### src/rtl/cvxif_coproc_queue.sv
// cvxif_coproc_queue: CVXIF-style coprocessor for custom-3 instructions.
// Buffers up to Depth speculative instructions until the core commits or
// kills them. Committed entries run a fixed Latency countdown. Results
// retire strictly in issue order, with backpressure on the result port.
module cvxif_coproc_queue #(
  parameter int XLEN    = 64,
  parameter int IdWidth = 3,
  parameter int Depth   = 4,
  parameter int Latency = 2
) (
  input  logic                   clk_i,
  input  logic                   rst_i,
  input  logic                   issue_valid_i,
  output logic                   issue_ready_o,
  output logic                   issue_accept_o,
  input  logic [31:0]            issue_instr_i,
  input  logic [IdWidth-1:0]     issue_id_i,
  input  logic [XLEN-1:0]        issue_rs1_i,
  input  logic [XLEN-1:0]        issue_rs2_i,
  input  logic                   commit_valid_i,
  input  logic [IdWidth-1:0]     commit_id_i,
  input  logic                   commit_kill_i,
  output logic                   result_valid_o,
  input  logic                   result_ready_i,
  output logic [IdWidth-1:0]     result_id_o,
  output logic [XLEN-1:0]        result_data_o,
  output logic [4:0]             result_rd_o,
  output logic                   result_we_o,
  output logic                   busy_o,
  output logic [$clog2(Depth):0] occupancy_o
);

  localparam int PtrW = $clog2(Depth);
  localparam int OccW = PtrW + 1;
  localparam int CntW = (Latency > 1) ? $clog2(Latency) : 1;
  localparam logic [CntW-1:0] CntLoad       = CntW'(Latency - 1);
  localparam logic [6:0]      OpcodeCustom3 = 7'b1111011;

  typedef enum logic [2:0] {
    ST_FREE,
    ST_WAIT_COMMIT,
    ST_EXEC,
    ST_DONE,
    ST_KILLED
  } entry_state_e;

  // Control state (reset) and payload storage (no reset).
  entry_state_e        state_q [Depth];
  entry_state_e        state_d [Depth];
  logic [CntW-1:0]     cnt_q   [Depth];
  logic [CntW-1:0]     cnt_d   [Depth];
  logic [IdWidth-1:0]  id_q    [Depth];
  logic [4:0]          rd_q    [Depth];
  logic                we_q    [Depth];
  logic [XLEN-1:0]     data_q  [Depth];

  logic [PtrW-1:0] head_q, tail_q;
  logic [OccW-1:0] occ_q, occ_d;
  logic            ready_q;

  logic [2:0]      funct3;
  logic            enq, deq;
  logic            head_has_result, head_killed;
  logic [XLEN-1:0] new_data;
  logic            new_we;
  logic            unused_instr;

  // Only opcode, rd and funct3 carry meaning for this coprocessor.
  assign unused_instr = ^issue_instr_i[31:15];
  assign funct3       = issue_instr_i[14:12];

  // Decode depends on the instruction word alone: custom-3 with funct3 0..3.
  assign issue_accept_o = (issue_instr_i[6:0] == OpcodeCustom3) && !funct3[2];

  assign enq = issue_valid_i && ready_q && issue_accept_o;

  // Result is computed at issue so that execution is only a countdown.
  always_comb begin
    // NOTE: every always_comb output gets a default first, so no path can
    // leave it unassigned and infer a latch.
    new_data = '0;
    new_we   = 1'b1;
    case (funct3)
      3'd0:    new_data = issue_rs1_i + issue_rs2_i;
      3'd1:    new_data = issue_rs1_i - issue_rs2_i;
      3'd2:    new_data = issue_rs1_i ^ issue_rs2_i;
      default: new_we   = 1'b0;
    endcase
  end

  // An EXEC head whose countdown has expired is presented immediately, so a
  // commit at the edge ending cycle T yields a result in cycle T+Latency.
  assign head_has_result = (state_q[head_q] == ST_DONE) ||
                           ((state_q[head_q] == ST_EXEC) && (cnt_q[head_q] == '0));
  assign head_killed     = (state_q[head_q] == ST_KILLED);
  assign deq             = (head_has_result && result_ready_i) || head_killed;

  // Occupancy bookkeeping: a simultaneous enqueue and dequeue cancel out.
  always_comb begin
    occ_d = occ_q;
    if (enq && !deq) begin
      occ_d = occ_q + OccW'(1);
    end else if (!enq && deq) begin
      occ_d = occ_q - OccW'(1);
    end
  end

  // Per-entry state transitions, then retirement at the head, then the new
  // tail entry (which may be committed or killed in its own issue cycle).
  always_comb begin
    for (int i = 0; i < Depth; i++) begin
      state_d[i] = state_q[i];
      cnt_d[i]   = cnt_q[i];
      case (state_q[i])
        ST_WAIT_COMMIT: begin
          if (commit_valid_i && (id_q[i] == commit_id_i)) begin
            if (commit_kill_i) begin
              state_d[i] = ST_KILLED;
            end else begin
              state_d[i] = ST_EXEC;
              cnt_d[i]   = CntLoad;
            end
          end
        end
        ST_EXEC: begin
          if (cnt_q[i] == '0) begin
            state_d[i] = ST_DONE;
          end else begin
            cnt_d[i] = cnt_q[i] - CntW'(1);
          end
        end
        default: ;
      endcase
    end

    // Head and tail never coincide here: when empty there is no dequeue and
    // when full the registered ready blocks the enqueue.
    if (deq) begin
      state_d[head_q] = ST_FREE;
    end

    if (enq) begin
      state_d[tail_q] = ST_WAIT_COMMIT;
      cnt_d[tail_q]   = CntLoad;
      if (commit_valid_i && (commit_id_i == issue_id_i)) begin
        state_d[tail_q] = commit_kill_i ? ST_KILLED : ST_EXEC;
      end
    end
  end

  // Pointers, occupancy, registered issue-ready and entry control state.
  always_ff @(posedge clk_i or posedge rst_i) begin
    // NOTE: sequential state uses non-blocking assignments so every flop
    // samples pre-edge values regardless of statement order.
    if (rst_i) begin
      head_q  <= '0;
      tail_q  <= '0;
      occ_q   <= '0;
      ready_q <= 1'b1;
      for (int i = 0; i < Depth; i++) begin
        state_q[i] <= ST_FREE;
        cnt_q[i]   <= '0;
      end
    end else begin
      if (enq) begin
        tail_q <= tail_q + PtrW'(1);
      end
      if (deq) begin
        head_q <= head_q + PtrW'(1);
      end
      occ_q   <= occ_d;
      ready_q <= (occ_d < OccW'(Depth));
      for (int i = 0; i < Depth; i++) begin
        state_q[i] <= state_d[i];
        cnt_q[i]   <= cnt_d[i];
      end
    end
  end

  // Payload capture at enqueue.
  always_ff @(posedge clk_i) begin
    // NOTE: payload storage is deliberately not reset; a FREE state marks it
    // meaningless and the outputs are gated while nothing is valid.
    if (enq) begin
      id_q[tail_q]   <= issue_id_i;
      rd_q[tail_q]   <= issue_instr_i[11:7];
      we_q[tail_q]   <= new_we;
      data_q[tail_q] <= new_data;
    end
  end

  assign issue_ready_o  = ready_q;
  assign result_valid_o = head_has_result;
  assign result_id_o    = head_has_result ? id_q[head_q]   : '0;
  assign result_data_o  = head_has_result ? data_q[head_q] : '0;
  assign result_rd_o    = head_has_result ? rd_q[head_q]   : '0;
  assign result_we_o    = head_has_result ? we_q[head_q]   : 1'b0;
  assign occupancy_o    = occ_q;
  assign busy_o         = (occ_q != '0);

endmodule

### config.mk
export PLATFORM = sky130hd
export DESIGN_NAME = cvxif_coproc_queue
export DESIGN_NICKNAME = d
export VERILOG_FILES = /design/src/rtl/cvxif_coproc_queue.sv
export SDC_FILE = /design/constraint.sdc
export NUM_CORES = 1
export LEC_CHECK = 0
export ABC_AREA = 1
export CORE_MARGIN = 2
export CORE_UTILIZATION = 35
export CTS_BUF_LIST = sky130_fd_sc_hd__clkbuf_4 sky130_fd_sc_hd__clkbuf_8
export DETAILED_ROUTE_END_ITERATION = 8
export HOLD_SLACK_MARGIN = 0.06
export PLACE_DENSITY = 0.57
export REMOVE_ABC_BUFFERS = 1
export SLEW_MARGIN = 20
export SYNTH_ARGS = -nofsm -noshare
export SYNTH_HDL_FRONTEND = slang
export SYNTH_SLANG_ARGS = --single-unit
### constraint.sdc
create_clock -name clk_i -period 6.85 [get_ports clk_i]
set_input_delay 1.37 -clock clk_i [delete_from_list [all_inputs] [get_ports clk_i]]
set_output_delay 1.37 -clock clk_i [all_outputs]
set_load 0.01 [all_outputs]
# Yosys cells after proc, flatten, opt, wreduce, memory -nomap -nowiden
# Memory sizes are Yosys's and may differ from the RTL's.
# Cells that the tools add are included.
word_totals:
  n_memories: 4
  ramBits: 292
  output_inout_bits: 80
  elab_cells: 138
  reg_bits: 24
memory_table:
  columns: ["memory", "words", "width", "rd", "rd_clocked_by_memory_dff", "write_ports", "line_no", "text"]
  rows:
  - ["data_q", 4, 64, 1, 0, 1, "55", "logic [XLEN-1:0] data_q [Depth];"]
  - ["rd_q", 4, 5, 1, 0, 1, "53", "logic [4:0] rd_q [Depth];"]
  - ["id_q", 4, 3, 5, 0, 1, "52", "logic [IdWidth-1:0] id_q [Depth];"]
  - ["we_q", 4, 1, 1, 0, 1, "54", "logic we_q [Depth];"]
op_classes:
  order_cmp: 5
  n_reduce_logical: 22
  eq_ne: 19
  add_sub_neg: 10
  bitwise: 10
  n_mux: 56
op_table:
  columns: ["operator", "count"]
  rows:
  - ["64-bit one-hot mux with 3 select lines", 1]
  - ["64-bit adder", 1]
  - ["64-bit 2-to-1 mux", 1]
  - ["64-bit subtractor", 1]
  - ["64-bit bitwise XOR", 1]
  - ["3-bit 2-to-1 mux", 16]
  - ["12-bit 2-to-1 mux", 3]
  - ["3-bit one-hot mux with 2 select lines", 4]
  - ["3-bit by 2-bit == test with 1-bit output (second input constant)", 7]
  - ["1-bit 2-to-1 mux", 19]
  - ["3-bit by 1-bit == test with 1-bit output (second input constant)", 5]
  - ["3-bit == test", 5]
  - ["1-bit logical AND", 14]
  - ["12-bit bitwise AND", 1]
  - ["12-bit bitwise mux", 1]
  - ["3-bit demux with 2-bit select", 2]
  - ["12-bit NOT", 1]
  - ["8-bit bitwise AND", 1]
  - ["8-bit NOT", 1]
  - ["4-bit OR", 2]
  - ["1-bit one-hot mux with 2 select lines", 4]
  - ["7-bit == test (second input constant)", 1]
  - ["3-bit binary-select mux with 2-bit select", 1]
  - ["3-bit >= comparator (second input constant)", 2]
  - ["other kinds (18)", 27]

# Longest topological paths before layout
depth:
  depth_word: 14
  depth_mapped: 26
  mapped_depth_nobuf: 26

# Worst setup path before layout
# No wires, ideal clock.
synth_timing:
  path_kind: "in2reg"
  from: "input port issue_rs2_i[0]"
  to: "memory data_q[0][24], data pin"
  setup_time_ns: 0.291
  t_arrival_ns: 3.904
  cell_stages: 22
  slack_ns: 2.655
  required_ns: 6.559
  path_cell_list: "inv_1 ha_1 nand3_2 nor2_2 inv_2 nor2_4 inv_2 nor2_2 nand3_2 nand2_1 xor2_1 inv_1 ha_1 nand2_1 inv_1 nand2_1 nand2_1 a21oi_1 nand3_1 or2_2 nand3_1 o21ai_0"
synth_between:
  elab_chain_cells: 2
  elab_cells_between_ends: 3
  classes_between: "2 x add/sub; 1 x mux"
synth_lines:
  columns: ["element", "line_no", "text"]
  rows:
  - ["start: declaration", "19", "input logic [XLEN-1:0] issue_rs2_i,"]
  - ["64-bit subtractor or 64-bit adder (tied branches)", "85, 84", null]
  - ["64-bit one-hot mux with 3 select lines (*)", "83", "case (funct3)"]
  - ["via new_data[24]", "64", "logic [XLEN-1:0] new_data;"]
  - ["end: declaration", "55", null]
# The timed path passes the listed nets; every way through them passes the cells marked *.

# Worst setup path in the final report
layout_timing:
  from: "register head_q[0]"
  to: "output port result_data_o[58]"
layout_between:
  elab_chain_cells: 8
  elab_cells_between_ends: 14
  classes_between: "2 x eq/ne; 7 x mux; 2 x bitwise; 2 x reduce/logical; 1 x memory"
layout_lines:
  columns: ["element", "line_no", "text"]
  rows:
  - ["start: declaration", "57", "logic [PtrW-1:0] head_q, tail_q;"]
  - ["start signal: assignment", "169", "head_q <= head_q + PtrW'(1);"]
  - ["2-bit NOT with 3-bit output (implied by the code)", "93, 94", null]
  - ["3-bit binary-select mux with 2-bit select or 1-bit binary-select mux with 2-bit select (tied branches)", "93, 94", null]
  - ["3-bit 2-to-1 mux (implied by the code) or 1-bit 2-to-1 mux (tied branches) (2 in series)", "93, 94", null]
  - ["3-bit by 2-bit == test with 1-bit output or 1-bit NOT (tied branches)", "94", "((state_q[head_q] == ST_EXEC) && (cnt_q[head_q] == '0));"]
  - ["1-bit logical AND", "94", null]
  - ["1-bit logical OR", "93", "assign head_has_result = (state_q[head_q] == ST_DONE) ||"]
  - ["64-bit 2-to-1 mux (*)", "195", "assign result_data_o = head_has_result ? data_q[head_q] : '0;"]
  - ["end: declaration", "26", "output logic [XLEN-1:0] result_data_o,"]
# Every way passes the cells marked *; elsewhere a longest branch is shown, timed or not. The select of a mux whose other input is x is not followed.

==> impl_metrics.toml <==
[run_status]
status = "finished clean"

[die]
die_area_sq_um = 66700
chipHeight_um = 258
die-width_um = 258
io_pins = 252
coreArea_sq_um = 64200
start_util = 0.352
fp-row-count = 93

[timing]
period_minus_slack_ns = 5.39
final.setup_skew_ns = 0.0269
rsz0062_at_grt = "false"
slew_headroom = 0.336
tightest_slew_ns = 0.985
drv_slew = 0
hold_violations = 0
post-route-period-util = 0.787
max_freq_mhz = 185
final.setup.tns_ns = 0
setup_viol = 0

[grt]
antenna_found_initial = 11
grt_pass1_wl_um = 121000
grt_max_degree = 95
overflow = 0
grt_use_total = 0.241
grt_pass1_vias = 20100

[logic_synthesis]
synth_area_sq_um = 22600
synth_seq_cells = 316
synth-edff-count = 292
yosysMostFrequentCell = "nand2_1"
synth_top_area_cell = "edfxtp_1"
ys_top_cells_by_area = "edfxtp_1, nand2_1, nor2_1, inv_1, o21ai_0"
synth_area_per_cell_sq_um = 7.16
ys_warn_count = 0
synth_cells = 3161
ys_async_sr_fraction = 0.0759
ys.flop_type = "edfxtp_1"
synth.top_cell.area_share = 0.387
synthDistinctLibCells = 49
yosysSeqAreaShare = 0.414
yosys-top-cells-count = "nand2_1, nor2_1, inv_1, edfxtp_1, o21ai_0"

[cells_and_area]
layout-drive-gt1-share = 0.0470
multi_input_area_sq_um = 11300
area_growth_pct = 18.8
fillCellCount = 6721
nets = 3640
regArea_sq_um = 9380

[clock_network]
htreeDepth = 2
cts_hold_buffers = 0
cts.path.max_buffers = 3
ctsResizeCount = 0
clkTransAtPathRegs_ns = 0.05
cts_root_buf = "clkbuf_8"
post-cts-setup-buffer-count = 0
clk_latency_ns = 0.65
clock_sinks = 316
cts_tree = "yes"
cts_buffers = 53

[detailed_routing]
num_vias = 21300
drc = 0
antenna_left = 0
finalWirelength_um = 81700
routed_via_density = 4.96
drt-pass1-iter-count = 5
drt_iter0_markers = 1653
post_drt_wl_per_cell_um = 19.1

[power_and_ir_drop]
intPower_mw = 4.39
power_mw = 7.44
combPwrFrac = 0.476
seq_power_share = 0.309
power.density_nw_per_um2 = 277
switching_share = 0.410
pwr-share-clk = 0.216
vdd_drop_max_mv = 0.308
p_leak_nw = 11.7
switchingPower_mw = 3.05

[worst_setup_path]
cp_max_fo = 60
crit_arrival_ns = 4.02
setup.worst_path.class = "reg2out"
crit_path_max_incr_delay_ns = 0.71
critPathSlowestCell = "dfrtp_4"
crit_required_ns = 5.48
path_cells = "buf_4 > a21oi_1 > o21ai_0 > nand2_1 > nand2_1 > nand2_4 > buf_12 > a21oi_1 > clkdlybuf4s50_1"
worstSetupStartpointType = "flop"
worstSetupEndpointType = "output port"

[place]
gp_congestion = 1.01
io_buffer_count = 234
dpl.hpwl_um = 63300

[flow_run]
max-cap-violations = 0

[worst_hold_path]
hold_class = "reg2reg"
## cell usage in the layout (no fill, tap or decap), types with 6 or more instances in the layout
cell / netlist / routed
nand3b_1: 25 / 25
clkinv_2: 0 / 10
buf_4: 1 / 18
nand4_1: 19 / 19
clkinv_1: 1 / 16
o21ai_0: 245 / 245
nor4_1: 6 / 6
inv_2: 7 / 7
nor2_2: 15 / 15
ha_1: 77 / 77
inv_1: 424 / 418
clkbuf_4: 0 / 8
nor2_1: 527 / 527
clkbuf_8: 0 / 53
dfrtp_1: 23 / 21
diode_2: 0 / 9
nor3_1: 27 / 27
xor2_1: 78 / 78
nand3_1: 154 / 154
or2_2: 23 / 23
clkdlybuf4s50_1: 0 / 234
a21oi_1: 153 / 153
edfxtp_1: 292 / 292
xnor2_1: 47 / 47
o22ai_1: 9 / 9
nand2_1: 883 / 882
## flip-flops by register name (all words and copies together) (netlist names), 3 cells and up
register and cells:
cnt_q 4, data_q 256, id_q 12, occupancy_o 3
rd_q 20, state_q 12, we_q 4
## power groups by stage
stage | clock network [mW] | logic, mW | registers (mW)
after floorplan | 0 | 1.89 | 2.42
after global placement | 0 | 3.55 | 2.34
after detailed placement | 0 | 3.56 | 2.34
after CTS | 1.65 | 3.57 | 2.30
after global routing | 1.73 | 3.94 | 2.31
final | 1.60 | 3.54 | 2.30
## routing by layer
metal / vias to the layer above / GRT usage / share of wire
met2: 648 / 0.389 / 0.45
met3: 133 / 0.0376 / 0.061
met4: 4 / 0.0907 / 0.035
li1: 10600 / - / -
met5: - / 0 / 0.00033
met1: 9868 / 0.326 / 0.45
## worst paths after layout
kind	start	to	slack [ns]	cells after the start
max in group asynchronous	rst_i	head_q[0]	5.32	2
min	occupancy_o[2]	occupancy_o[2]	0.53	1
min in group asynchronous	rst_i	state_q[5]	1.11	2
min reg2reg	occupancy_o[2]	occupancy_o[2]	0.53	1
max reg2reg	head_q[0]	issue_ready_o	3.82	14
max	head_q[0]	result_data_o[58]	1.46	9
## metrics by stage
stage | setup WS (ns) | instance area [sq um] | std cells | utilization | hold WS [ns]
after global placement | 0.927 | 25900 | 4190 | 0.403 | 0.510
final | 1.46 | 26900 | 4286 | 0.419 | 0.531
after floorplan | -0.865 | 22200 | 3080 | - | 0.485
after detailed placement | 0.932 | 25900 | 4190 | 0.403 | 0.521
after CTS | 1.30 | 26900 | 4277 | 0.418 | 0.536
after global routing | 1.19 | 26900 | 4285 | 0.419 | 0.558
## worst max-delay path, delay by kind of cell, from the launching register on
| family | cells | cell delay, ns |
|---|---|---|
| AO/OA/AOI/OAI | 3 | 0.60 |
| buffers and inverters | 3 | 1.51 |
| flip-flops | 1 | 0.71 |
| AND/OR/NAND/NOR | 3 | 0.45 |
## cell families (layout without fill, tap and decap cells)
logic type,count (synthesis),count (layout),share of synthesized area
and+or+nand+nor,1695,1695,0.306
xor gates and xnor gates,125,125,0.0484
other,0,9,0
adders and majority gates,78,78,0.0435
AOI/OAI and AO/OA,434,434,0.0998
DFF,316,316,0.414
buffers and inverters,513,774,0.0887
## final cells by class
cell class,count,share of cell area
well taps,855,0.0398
multi-input cells,2332,0.419
repair buffers,255,0.0944
inverters,432,0.0606
diodes,9,0.000838
clock buffers,61,0.0294
flip-flops and latches,316,0.349
clock inverters,26,0.00684
Note: power is estimated with default switching activity, not from simulation.
